--- config.mk ---
export PLATFORM = sky130hd
export DESIGN_NAME = fp_mul_round_pack
export DESIGN_NICKNAME = d
export VERILOG_FILES = /design/src/rtl/fp_mul_round_pack.sv
export SDC_FILE = /design/constraint.sdc
export NUM_CORES = 1
export LEC_CHECK = 0
export ABC_AREA = 1
export CAP_MARGIN = 20
export CORE_MARGIN = 2
export CORE_UTILIZATION = 55
export CTS_BUF_LIST = sky130_fd_sc_hd__clkbuf_4
export DETAILED_ROUTE_END_ITERATION = 10
export PLACE_DENSITY = 0.83
export SLEW_MARGIN = 10
export SYNTH_ARGS = -nofsm -noshare
export SYNTH_HDL_FRONTEND = slang
export SYNTH_SLANG_ARGS = --single-unit
export TNS_END_PERCENT = 1
--- constraint.sdc ---
create_clock -name clk -period 5.2 [get_ports clk]
set_input_delay 1.04 -clock clk [delete_from_list [all_inputs] [get_ports clk]]
set_output_delay 1.04 -clock clk [all_outputs]
set_load 0.05 [all_outputs]
--- src/rtl/fp_mul_round_pack.sv ---
// fp_mul_round_pack
//   Back end of the single-precision multiplier. Takes the raw significand
//   product plus operand exponents and result sign, normalises it, rounds to
//   nearest-even, saturates to infinity / flushes to zero and packs an
//   IEEE-754 single. Two registered stages with valid/ready flow control.
//
// Ports
//   clk, rst_n          clock, asynchronous active-low reset
//   in_valid/in_ready   upstream bundle handshake
//   in_sign             result sign (A.sign ^ B.sign)
//   in_zero             either operand is zero
//   in_exp_a/in_exp_b   biased operand exponents
//   in_mant_prod        {1,fracA} * {1,fracB}, 2*(MAN_W+1) bits
//   out_valid/out_ready downstream result handshake
//   out_result          packed single-precision result
//   out_overflow        result saturated to infinity
//   out_underflow       result flushed to zero
//   out_inexact         rounding discarded nonzero bits
//
// Handshake: a transfer happens on a rising edge where valid & ready are both
// high. Output stage accepts when it is empty or its result is being taken;
// the input stage advances whenever the output stage accepts. in_ready is the
// only combinational path (from out_ready); every other output is a register.

module fp_mul_round_pack #(
    parameter int EXP_W = 8,
    parameter int MAN_W = 23,
    parameter int BIAS  = 127
) (
    input  logic                   clk,
    input  logic                   rst_n,
    input  logic                   in_valid,
    output logic                   in_ready,
    input  logic                   in_sign,
    input  logic                   in_zero,
    input  logic [EXP_W-1:0]       in_exp_a,
    input  logic [EXP_W-1:0]       in_exp_b,
    input  logic [2*(MAN_W+1)-1:0] in_mant_prod,
    output logic                   out_valid,
    input  logic                   out_ready,
    output logic [31:0]            out_result,
    output logic                   out_overflow,
    output logic                   out_underflow,
    output logic                   out_inexact
);

    localparam int PROD_W = 2 * (MAN_W + 1);
    // Two extra bits: one for the sum headroom, one for the sign.
    localparam int E_W    = EXP_W + 2;
    localparam logic signed [E_W-1:0] BIAS_E  = E_W'(BIAS);
    localparam logic signed [E_W-1:0] EXP_MAX = E_W'((1 << EXP_W) - 1);
    localparam logic signed [E_W-1:0] E_ONE   = E_W'(1);

    // ---------------- handshake ----------------
    logic s1_valid_q, s1_valid_d;
    logic out_valid_q, out_valid_d;
    logic s2_accept;

    assign s2_accept = !out_valid_q || out_ready;
    assign in_ready  = !s1_valid_q || s2_accept;

    // ---------------- stage 1: normalise ----------------
    logic                  s1_sign_q, s1_sign_d;
    logic                  s1_zero_q, s1_zero_d;
    logic signed [E_W-1:0] s1_exp_q, s1_exp_d;
    logic [MAN_W-1:0]      s1_mant_q, s1_mant_d;
    logic                  s1_guard_q, s1_guard_d;
    logic                  s1_sticky_q, s1_sticky_d;

    logic signed [E_W-1:0] n_exp;
    logic [MAN_W-1:0]      n_mant;
    logic                  n_guard;
    logic                  n_sticky;

    always_comb begin
        n_exp = $signed({2'b00, in_exp_a}) + $signed({2'b00, in_exp_b}) - BIAS_E;
        // Product of two [1,2) significands lies in [1,4): the top bit says
        // whether it needs a one-place right shift.
        if (in_mant_prod[PROD_W-1]) begin
            n_mant   = in_mant_prod[PROD_W-2 -: MAN_W];
            n_guard  = in_mant_prod[PROD_W-2-MAN_W];
            n_sticky = |in_mant_prod[PROD_W-3-MAN_W:0];
            n_exp    = n_exp + E_ONE;
        end else begin
            n_mant   = in_mant_prod[PROD_W-3 -: MAN_W];
            n_guard  = in_mant_prod[PROD_W-3-MAN_W];
            n_sticky = |in_mant_prod[PROD_W-4-MAN_W:0];
        end
    end

    always_comb begin
        s1_valid_d  = s1_valid_q;
        s1_sign_d   = s1_sign_q;
        s1_zero_d   = s1_zero_q;
        s1_exp_d    = s1_exp_q;
        s1_mant_d   = s1_mant_q;
        s1_guard_d  = s1_guard_q;
        s1_sticky_d = s1_sticky_q;
        if (in_ready) begin
            s1_valid_d = in_valid;
            if (in_valid) begin
                s1_sign_d   = in_sign;
                s1_zero_d   = in_zero;
                s1_exp_d    = n_exp;
                s1_mant_d   = n_mant;
                s1_guard_d  = n_guard;
                s1_sticky_d = n_sticky;
            end
        end
    end

    // ---------------- stage 2: round and pack ----------------
    logic [31:0] out_result_q, out_result_d;
    logic        out_overflow_q, out_overflow_d;
    logic        out_underflow_q, out_underflow_d;
    logic        out_inexact_q, out_inexact_d;

    logic                  round_up;
    logic [MAN_W:0]        mant_sum;
    logic signed [E_W-1:0] e_r;
    logic [31:0]           res;
    logic                  res_ovf;
    logic                  res_unf;
    logic                  res_inx;

    always_comb begin
        round_up = s1_guard_q && (s1_sticky_q || s1_mant_q[0]);
        // A carry out of the fraction leaves it all zeros, which is exactly
        // the renormalised value; only the exponent needs the bump.
        mant_sum = {1'b0, s1_mant_q} + (MAN_W+1)'(round_up);
        e_r      = s1_exp_q + $signed({{(E_W-1){1'b0}}, mant_sum[MAN_W]});
        res_inx  = s1_guard_q || s1_sticky_q;
        res_ovf  = 1'b0;
        res_unf  = 1'b0;
        res      = 32'({s1_sign_q, e_r[EXP_W-1:0], mant_sum[MAN_W-1:0]});
        if (s1_zero_q) begin
            res     = 32'h0000_0000;
            res_inx = 1'b0;
        end else if (e_r >= EXP_MAX) begin
            res     = 32'({s1_sign_q, {EXP_W{1'b1}}, {MAN_W{1'b0}}});
            res_ovf = 1'b1;
            res_inx = 1'b1;
        end else if (e_r < E_ONE) begin
            res     = 32'({s1_sign_q, {(EXP_W+MAN_W){1'b0}}});
            res_unf = 1'b1;
            res_inx = 1'b1;
        end
    end

    always_comb begin
        out_valid_d     = out_valid_q;
        out_result_d    = out_result_q;
        out_overflow_d  = out_overflow_q;
        out_underflow_d = out_underflow_q;
        out_inexact_d   = out_inexact_q;
        if (s2_accept) begin
            out_valid_d = s1_valid_q;
            if (s1_valid_q) begin
                out_result_d    = res;
                out_overflow_d  = res_ovf;
                out_underflow_d = res_unf;
                out_inexact_d   = res_inx;
            end
        end
    end

    // ---------------- state ----------------
    always_ff @(posedge clk or negedge rst_n) begin
        if (!rst_n) begin
            s1_valid_q      <= 1'b0;
            s1_sign_q       <= 1'b0;
            s1_zero_q       <= 1'b0;
            s1_exp_q        <= '0;
            s1_mant_q       <= '0;
            s1_guard_q      <= 1'b0;
            s1_sticky_q     <= 1'b0;
            out_valid_q     <= 1'b0;
            out_result_q    <= '0;
            out_overflow_q  <= 1'b0;
            out_underflow_q <= 1'b0;
            out_inexact_q   <= 1'b0;
        end else begin
            s1_valid_q      <= s1_valid_d;
            s1_sign_q       <= s1_sign_d;
            s1_zero_q       <= s1_zero_d;
            s1_exp_q        <= s1_exp_d;
            s1_mant_q       <= s1_mant_d;
            s1_guard_q      <= s1_guard_d;
            s1_sticky_q     <= s1_sticky_d;
            out_valid_q     <= out_valid_d;
            out_result_q    <= out_result_d;
            out_overflow_q  <= out_overflow_d;
            out_underflow_q <= out_underflow_d;
            out_inexact_q   <= out_inexact_d;
        end
    end

    assign out_valid     = out_valid_q;
    assign out_result    = out_result_q;
    assign out_overflow  = out_overflow_q;
    assign out_underflow = out_underflow_q;
    assign out_inexact   = out_inexact_q;

endmodule

==> impl_metrics.json, run 1 <==
{
  "rows": 34,
  "grt_pass1_vias": 4493,
  "ys_async_sr_fraction_pct": 100,
  "postPlaceCellArea_sq_um": 5940,
  "fmax_ghz": 0.278,
  "die_x_um": 97.7,
  "io_pins": 107,
  "area_growth_syn_to_layout_pct": 25.7,
  "drt-wirelength-per-cell_um": 13.3,
  "clkSinkCount": 74,
  "drive_gt1_share_pct": 5.44,
  "use_met2_pct": 39.9,
  "drv_cap": 0,
  "period_needed_ns": 3.60,
  "postCtsHoldBufs": 0,
  "track_usage_pct": 25.8,
  "fin_tns_setup_ns": 0,
  "ys_warn_count": 0,
  "synthTopCellsByArea": "dfrtp_1 38%, nand2_1 18%, nand3_1 6.7%, nor2_1 5.6%, ha_1 5.2%",
  "routed_wirelength_mm": 11.9,
  "routed-via-count": 4799,
  "final_cells": 898,
  "numCtsBuffers": 9,
  "end_kind": "register",
  "max_slew_margin_pct": 52.5,
  "path_clk_slew_ns": 0.12,
  "worstPathMaxFanout": 12,
  "root_buffer": "clkbuf_4",
  "start_util_pct": 56.0,
  "drc": 0,
  "h-tree-depth": 3,
  "clock_path_buffers": 2,
  "regArea_sq_um": 1850,
  "synth_top_area_share_pct": 38.3,
  "synth_edf_count": 0,
  "clock_latency_ns": 0.42,
  "worstMarginPinSlew_ns": 0.708,
  "avgViaCountPerCell": 5.34,
  "portBuffers": 106,
  "fp.dieH_um": 97.7,
  "grt_max_degree": 54,
  "antenna_left": 0,
  "gp_congestion": 0.933,
  "status": "finished clean",
  "use_met1_pct": 38.1,
  "avgSynthCellArea_sq_um": 7.06,
  "drt_iter0_markers": 251,
  "place_hpwl_mm": 9.33,
  "slew_violations": 0,
  "rsz0062_at_grt": "no",
  "use_met3_pct": 3.94,
  "antenna_found_initial": 0,
  "overflow": 0,
  "grt_pass1_wl_mm": 20.5,
  "cts_setup_buffers": 0,
  "dieArea_sq_um": 9550,
  "grt_busiest_layer": "met2",
  "critPathKind": "register to register",
  "post_cts_resize_count": 0,
  "seq_area_frac_synth_pct": 38.3,
  "final-hold-violation-count": 0,
  "fill_cells": 722,
  "crit_required_ns": 5.57,
  "arrival_ns": 3.97,
  "hold_path.class": "register to register",
  "netlist_area_sq_um": 4830,
  "setup_viol": 0,
  "synth-main-ff-cell": "dfrtp_1",
  "antenna-diode-count": 0,
  "synth_seq_cells": 74,
  "yosys.area.top_type": "dfrtp_1",
  "design_area_sq_um": 6080,
  "worst_hold_slack_ns": 0.489,
  "clock_skew_ns": 0.0144,
  "syn-num-nets": 776,
  "cts_tree": "yes",
  "multi_input_area_sq_um": 2610,
  "core-area_sq_um": 8640,
  "fin_crit_sh_pct": 69.2,
  "power_leakage_nw": 2.99,
  "fin_nets": 876,
  "syn_inst": 685,
  "firstDrtPassIters": 5,
  "yosysUniqueCellTypes": 38,
  "p_per_area_nw_per_um2": 371,
  "start_kind": "register",
  "placed_cells": 882,
  "peakVddDrop_mv": 0.146
}
[cell families after synthesis]
family / share of synthesized area (%)
DFF: 38.3
buffers and inverters: 7.71
xor gates and xnor gates: 1.99
AOI/OAI and AO/OA: 7.30
adders and majority gates: 5.59
and+or+nand+nor: 39.1
[worst paths after layout]
kind                                        to  cells after the start         start  slack [ns]
worst min register to register    out_overflow                      2  out_overflow        0.49
min in group asynchronous        s1_mant_q[12]                      1         rst_n        0.57
worst max register to register  out_result[27]                     19  s1_mant_q[0]        1.60
worst max-delay path            out_result[27]                     19  s1_mant_q[0]        1.60
max in group asynchronous        out_result[2]                      2         rst_n        3.57
worst min-delay path              out_overflow                      2  out_overflow        0.49
[where the power goes]
part,internal (mW),switching [mW]
registers,0.717,0.119
clock network,0.148,0.195
logic,0.370,0.709
[cells in the mapped netlist (2+ instances only)]
library cell / n
o211ai_1: 2
ha_1: 20
buf_6: 3
nand4_1: 19
o22ai_1: 2
clkinv_1: 2
nand3b_1: 2
nand2_4: 4
nor4_1: 6
nor3b_1: 2
o21ai_0: 17
nor3_1: 10
nor2_1: 72
buf_2: 4
inv_2: 3
clkbuf_1: 10
nand3_1: 65
nor2_4: 2
a31oi_1: 24
nand2_2: 5
xor2_1: 9
inv_1: 65
nand2_1: 232
dfrtp_1: 74
or2_2: 2
o21bai_1: 3
xnor2_1: 2
nor2_2: 3
a21oi_1: 10
buf_1: 3
[critical path: stages, from the launching register on]
cell,delay (ns)
dfrtp_1,0.39
nor2_1,0.05
nor2_1,0.08
ha_1,0.24
nand3_1,0.22
nor3_2,0.35
nand2_1,0.18
nor4_1,0.20
and3_1,0.24
ha_1,0.24
nand2_2,0.10
nor2_2,0.16
nand4_1,0.16
clkinv_1,0.09
nand2_1,0.06
nand2_2,0.28
inv_2,0.06
a21oi_2,0.21
nand2_4,0.13
nand3_1,0.09
[registers in the layout, indices dropped and copies added (netlist names)]
signal         cells
out_result        32
s1_zero_q          1
out_valid          1
out_overflow       1
s1_valid_q         1
s1_sticky_q        1
s1_sign_q          1
s1_exp_q          10
s1_guard_q         1
s1_mant_q         23
out_inexact        1
out_underflow      1
[placed cells by master, fill, tap and decap left out, types with 3 or more instances in the layout]
| master | netlist | final |
|---|---|---|
| nor2_1 | 72 | 72 |
| nor2_2 | 3 | 3 |
| nand2_1 | 232 | 232 |
| ha_1 | 20 | 20 |
| dfrtp_1 | 74 | 74 |
| a21oi_1 | 10 | 10 |
| o21bai_1 | 3 | 3 |
| xor2_1 | 9 | 9 |
| nor4_1 | 6 | 6 |
| o21ai_0 | 17 | 17 |
| clkinv_1 | 2 | 4 |
| nor3_1 | 10 | 10 |
| nand2_4 | 4 | 4 |
| clkbuf_4 | 0 | 10 |
| nand2_2 | 5 | 5 |
| nand3_1 | 65 | 65 |
| a31oi_1 | 24 | 24 |
| buf_4 | 1 | 4 |
| nand4_1 | 19 | 19 |
| inv_1 | 65 | 65 |
| clkdlybuf4s50_1 | 0 | 105 |
| inv_2 | 3 | 3 |
[layout make-up]
type / count / area share (%)
Clock buffer: 10 / 1.24
Sequential cell: 74 / 30.5
Tap cell: 108 / 2.22
Clock inverter: 6 / 0.947
Inverter: 70 / 4.32
Multi-Input combinational cell: 520 / 42.9
Timing Repair Buffer: 110 / 17.9
[routing by layer]
metal / vias to the layer above / wire length [um]
met5: - / 0
met4: 0 / 161
met3: 16 / 628
met2: 168 / 5280
met1: 2181 / 5840
li1: 2434 / -
[stage by stage]
stage | power, mW | worst slack, ns | utilization [%]
5_1_grt | 2.40 | 1.18 | 70.4
2_1_floorplan | 1.56 | 2.27 | -
4_1_cts | 2.27 | 1.64 | 70.4
3_5_place_dp | 1.92 | 1.63 | 68.8
3_3_place_gp | 1.90 | 1.72 | 68.8
6_report | 2.26 | 1.60 | 70.4
Power figures use the tool's default switching activity.
==> inputs of run 2 (changes only) <==
Settings changed: CORE_UTILIZATION 55 to 53, PLACE_DENSITY 0.83 to 0.8.
Clock period 5.2 ns to 3.6 ns, I/O delays scaled along.
==> impl_metrics.json, run 2 (synthesized netlist as in run 1, its figures left out) <==
{
  "largest_reg_flops": 32,
  "antenna_found_initial": 0,
  "placed_cells": 886,
  "critPathSlowestCell": "dfrtp_1",
  "fin_tns_setup_ns": 0,
  "clock_skew_ns": 0.0229,
  "cp_cell_sequence": "nor2_1 > nor2_1 > ha_1 > nand3_1 > nor3_2 > nand2_1 > nor4_1 > and3_1 > ha_1 > nand2_2 > nor2_2 > nand4_1 > clkinv_1 > nand2_1 > nand2_4 > inv_2 > a21oi_2 > nand2_4 > nand3_1",
  "clock_path_buffers": 2,
  "drv_cap": 0,
  "firstDrtPassIters": 5,
  "wl_met1_mm": 5.89,
  "worstPathMaxFanout": 12,
  "peakVddDrop_mv": 0.267,
  "dieArea_sq_um": 9900,
  "fp.dieH_um": 99.5,
  "area_growth_syn_to_layout_pct": 27.4,
  "io_pins": 107,
  "postCtsHoldBufs": 0,
  "drc": 0,
  "cts_tree": "yes",
  "die_x_um": 99.5,
  "status": "finished clean",
  "antenna_left": 0,
  "gp_congestion": 0.855,
  "setup_viol": 0,
  "rows": 34,
  "avgViaCountPerCell": 5.35,
  "clkSinkCount": 74,
  "critPathMaxStageDelay_ns": 0.39,
  "crit_required_ns": 3.95,
  "max_slew_margin_pct": 53.7,
  "place_hpwl_mm": 9.70,
  "start_kind": "register",
  "h-tree-depth": 3,
  "routed-via-count": 4816,
  "p_per_area_nw_per_um2": 556,
  "fin_nets": 880,
  "arrival_ns": 3.61,
  "drt_iter0_markers": 265,
  "fmax_ghz": 0.307,
  "numCtsBuffers": 9,
  "grt_pass1_vias": 4570,
  "r2r_cells": 19,
  "highest_layer": "met4",
  "grt_max_degree": 52,
  "grt_pass1_wl_mm": 21.1,
  "root_buffer": "clkbuf_4",
  "overflow": 0,
  "wl_met2_mm": 5.64,
  "cts_setup_buffers": 0,
  "wl_met3_um": 704,
  "track_usage_pct": 26.2,
  "post_cts_resize_count": 0,
  "routed_wirelength_mm": 12.4,
  "hold_path.class": "input port to async pin",
  "rsz0062_at_grt": "no",
  "start_util_pct": 55.2,
  "worstMarginPinSlew_ns": 0.689,
  "end_kind": "register",
  "slew_violations": 0,
  "fin_crit_sh_pct": 90.6,
  "antenna-diode-count": 0,
  "drt-wirelength-per-cell_um": 13.7,
  "core-area_sq_um": 8760,
  "final_common_cell": "nand2_1",
  "portBuffers": 106,
  "drive_gt1_share_pct": 5.93,
  "final_cells": 901,
  "final_cell_mix": "232 x nand2_1, 105 x clkdlybuf4s50_1, 74 x dfrtp_1",
  "clock_latency_ns": 0.42,
  "critPathKind": "register to register",
  "period_needed_ns": 3.26,
  "power_leakage_nw": 3.03,
  "path_clk_slew_ns": 0.13,
  "final-hold-violation-count": 0
}
-- run 2: changes by cell type in the layout (fill, tap and decap cells not counted) --
cell,change
clkinv_1,-1
clkbuf_4,-1
bufinv_16,+2
buf_2,-1
nand2_2,-1
nand2_4,+1
buf_4,+5
clkinvlp_4,-1
-- run 2: final cells by class --
class	count	area, sq um
fillers	774	2610
clock inverters	6	106
inverters	70	263
repair buffers	114	1120
multi-input cells	520	2610
clock buffers	9	67.6
well taps	108	135
flip-flops and latches	74	1850
-- run 2: power by group --
part | switching [mW] | internal (mW)
Clock | 0.289 | 0.345
Combinational | 1.04 | 0.540
Sequential | 0.177 | 1.04
Total | 1.50 | 1.92
-- run 2: metrics by stage --
stage / area [sq um] / hold slack (ns) / util, % / total power [mW] / setup WS [ns]
floorplan: 4830 / 0.424 / - / 2.26 / 0.713
global placement: 5970 / 0.462 / 68.2 / 2.76 / 0.408
detailed placement: 5970 / 0.466 / 68.2 / 2.80 / 0.266
CTS: 6150 / 0.495 / 70.2 / 3.44 / 0.251
global route: 6160 / 0.333 / 70.2 / 3.62 / 0.0507
finish: 6160 / 0.287 / 70.2 / 3.42 / 0.338
-- run 2: per-layer routing --
layer	vias up	track usage (%)
li1	2433	-
met1	2200	38.2
met2	168	41.4
met3	15	3.65
met4	0	6.85
met5	-	0
-- run 2: path summary, 6_finish.rpt --
path | end | startpoint | slack [ns]
max in group asynchronous | s1_mant_q[21] | rst_n | 2.53
min in group clk | out_result[5] | out_result[5] | 0.49
setup / recovery | out_inexact | s1_mant_q[0] | 0.34
setup reg to reg | out_inexact | s1_mant_q[0] | 0.34
hold / removal | out_overflow | rst_n | 0.29
hold reg to reg | out_result[5] | out_result[5] | 0.49
-- run 2: worst max-delay path, delay by kind of cell, from the launching register on --
family                   cells  cell delay [ns]
AO/OA/AOI/OAI                1             0.22
adder cells (fa/ha/maj)      2             0.47
buffers and inverters        2             0.11
flip-flops                   1             0.39
AND/OR/NAND/NOR             14             1.99
==> inputs of run 3 (changes only) <==
Settings changed: CELL_PAD_IN_SITES_DETAIL_PLACEMENT set to 2, CELL_PAD_IN_SITES_GLOBAL_PLACEMENT set to 2, CORE_UTILIZATION 53 to 29, SETUP_SLACK_MARGIN set to 0.15.
==> impl_metrics.json, run 3 (synthesized netlist as in run 1, its figures left out) <==
{
  "fin_tns_setup_ns": 0,
  "peakVddDrop_mv": 0.208,
  "arrival_ns": 3.58,
  "clock_latency_ns": 0.47,
  "dieArea_sq_um": 17700,
  "power_leakage_nw": 3.06,
  "area_growth_syn_to_layout_pct": 32.5,
  "crit_required_ns": 3.94,
  "cts_tree": "yes",
  "status": "finished clean",
  "slew_violations": 0,
  "grt_pass1_wl_mm": 28.1,
  "fp.dieH_um": 133,
  "firstDrtPassIters": 4,
  "setup_viol": 0,
  "drv_cap": 0,
  "io_pins": 107,
  "clock_path_buffers": 2,
  "final_cell_mix": "230 x nand2_1, 105 x clkdlybuf4s50_1, 74 x dfrtp_1",
  "end_kind": "register",
  "crit_start": "s1_guard_q",
  "final-hold-violation-count": 0,
  "drive_gt1_share_pct": 8.47,
  "routed-via-count": 5014,
  "track_usage_pct": 19.8,
  "start_util_pct": 29.4,
  "core-area_sq_um": 16500,
  "largest_reg_flops": 32,
  "worst_hold_slack_ns": 0.349,
  "avgViaCountPerCell": 4.90,
  "clock_skew_ns": 0.0215,
  "grt_pass1_vias": 5452,
  "root_buffer": "clkbuf_4",
  "final_common_cell": "nand2_1",
  "p_per_area_nw_per_um2": 538,
  "regToRegStartpoint": "s1_guard_q",
  "critPathKind": "register to register",
  "start_kind": "register",
  "design_area_sq_um": 6400,
  "numCtsBuffers": 9,
  "routed_wirelength_mm": 17.0,
  "drc": 0,
  "fmax_ghz": 0.309,
  "fin_crit_sh_pct": 89.9,
  "grt_max_degree": 41,
  "drt_iter0_markers": 162,
  "total_power_mw": 3.44,
  "rows": 47,
  "period_needed_ns": 3.24,
  "drt-wirelength-per-cell_um": 16.6,
  "postPlaceCellArea_sq_um": 6130,
  "gp_congestion": 0.821,
  "worstMarginPinSlew_ns": 0.861,
  "hold_path.class": "input port to async pin",
  "rsz0062_at_grt": "no",
  "path_clk_slew_ns": 0.14,
  "die_x_um": 133,
  "h-tree-depth": 3,
  "overflow": 0,
  "antenna_found_initial": 1,
  "fin_nets": 889,
  "antenna_left": 0,
  "portBuffers": 106,
  "place_hpwl_mm": 13.8,
  "clkSinkCount": 74,
  "worstPathMaxFanout": 8,
  "max_slew_margin_pct": 42.6
}
## run 3: final cells by class
class	count	area, sq um
Antenna cell	1	2.50
Clock buffer	10	75.1
Clock inverter	6	66.3
Fill cell	1949	10100
Inverter	70	263
Multi-Input combinational cell	520	2680
Sequential cell	74	1850
Tap cell	220	275
Timing Repair Buffer	123	1200
## run 3: through the flow
stage	util, %	setup slack, ns	std cells
after CTS	38.2	0.189	1015
final	38.9	0.364	1024
after global placement	37.3	0.318	999
after detailed placement	37.3	0.0935	999
after global routing	38.9	0.0754	1024
after floorplan	-	0.713	685
## run 3: worst max-delay path, stage by stage, from the launching register on
cell and delay, ns:
dfrtp_1 0.36, inv_1 0.09, nor2_2 0.13, ha_2 0.23, nand3_4 0.12, nor3_4 0.23
nand2_2 0.11, nor4_4 0.22, and3_4 0.23, ha_2 0.21, nand2_2 0.10, nand2_1 0.14
nand2_1 0.07, nor2_1 0.15, nand3_1 0.11, nor2_2 0.14, nand2_4 0.11, nand2_8 0.12
inv_2 0.09, nand2_1 0.07, nand3_1 0.09
## run 3: where the power goes
group	switching (mW)	internal (mW)	leakage (nW)
clock	0.331	0.220	0.0690
sequential	0.192	1.04	0.906
combinational	1.11	0.560	2.08
## run 3: final timing paths
kind	to	slack, ns	depth (start not counted)
worst min register to register	out_result[10]	0.50	2
min in group clk	out_result[10]	0.50	2
worst max-delay path	out_result[24]	0.36	20
worst min-delay path	s1_mant_q[22]	0.35	1
worst max register to register	out_result[24]	0.36	20
max in group asynchronous	out_result[22]	2.55	2
## run 3: layer usage
metal / global-route usage, % / share of wire (%) / vias to the layer above / wire [um]
li1: - / - / 2462 / -
met1: 26.8 / 47 / 2410 / 7990
met2: 32.6 / 46 / 125 / 7830
met3: 3.69 / 5.3 / 17 / 908
met4: 5.79 / 1.6 / 0 / 278
met5: 0 / 0 / - / 0
## run 3: timing repair
action	4_1_cts	5_1_grt
hold buffers	0	0
resized for setup	2	13
setup buffers	0	8
pin swaps	0	8
setup endpoints to repair	20	34
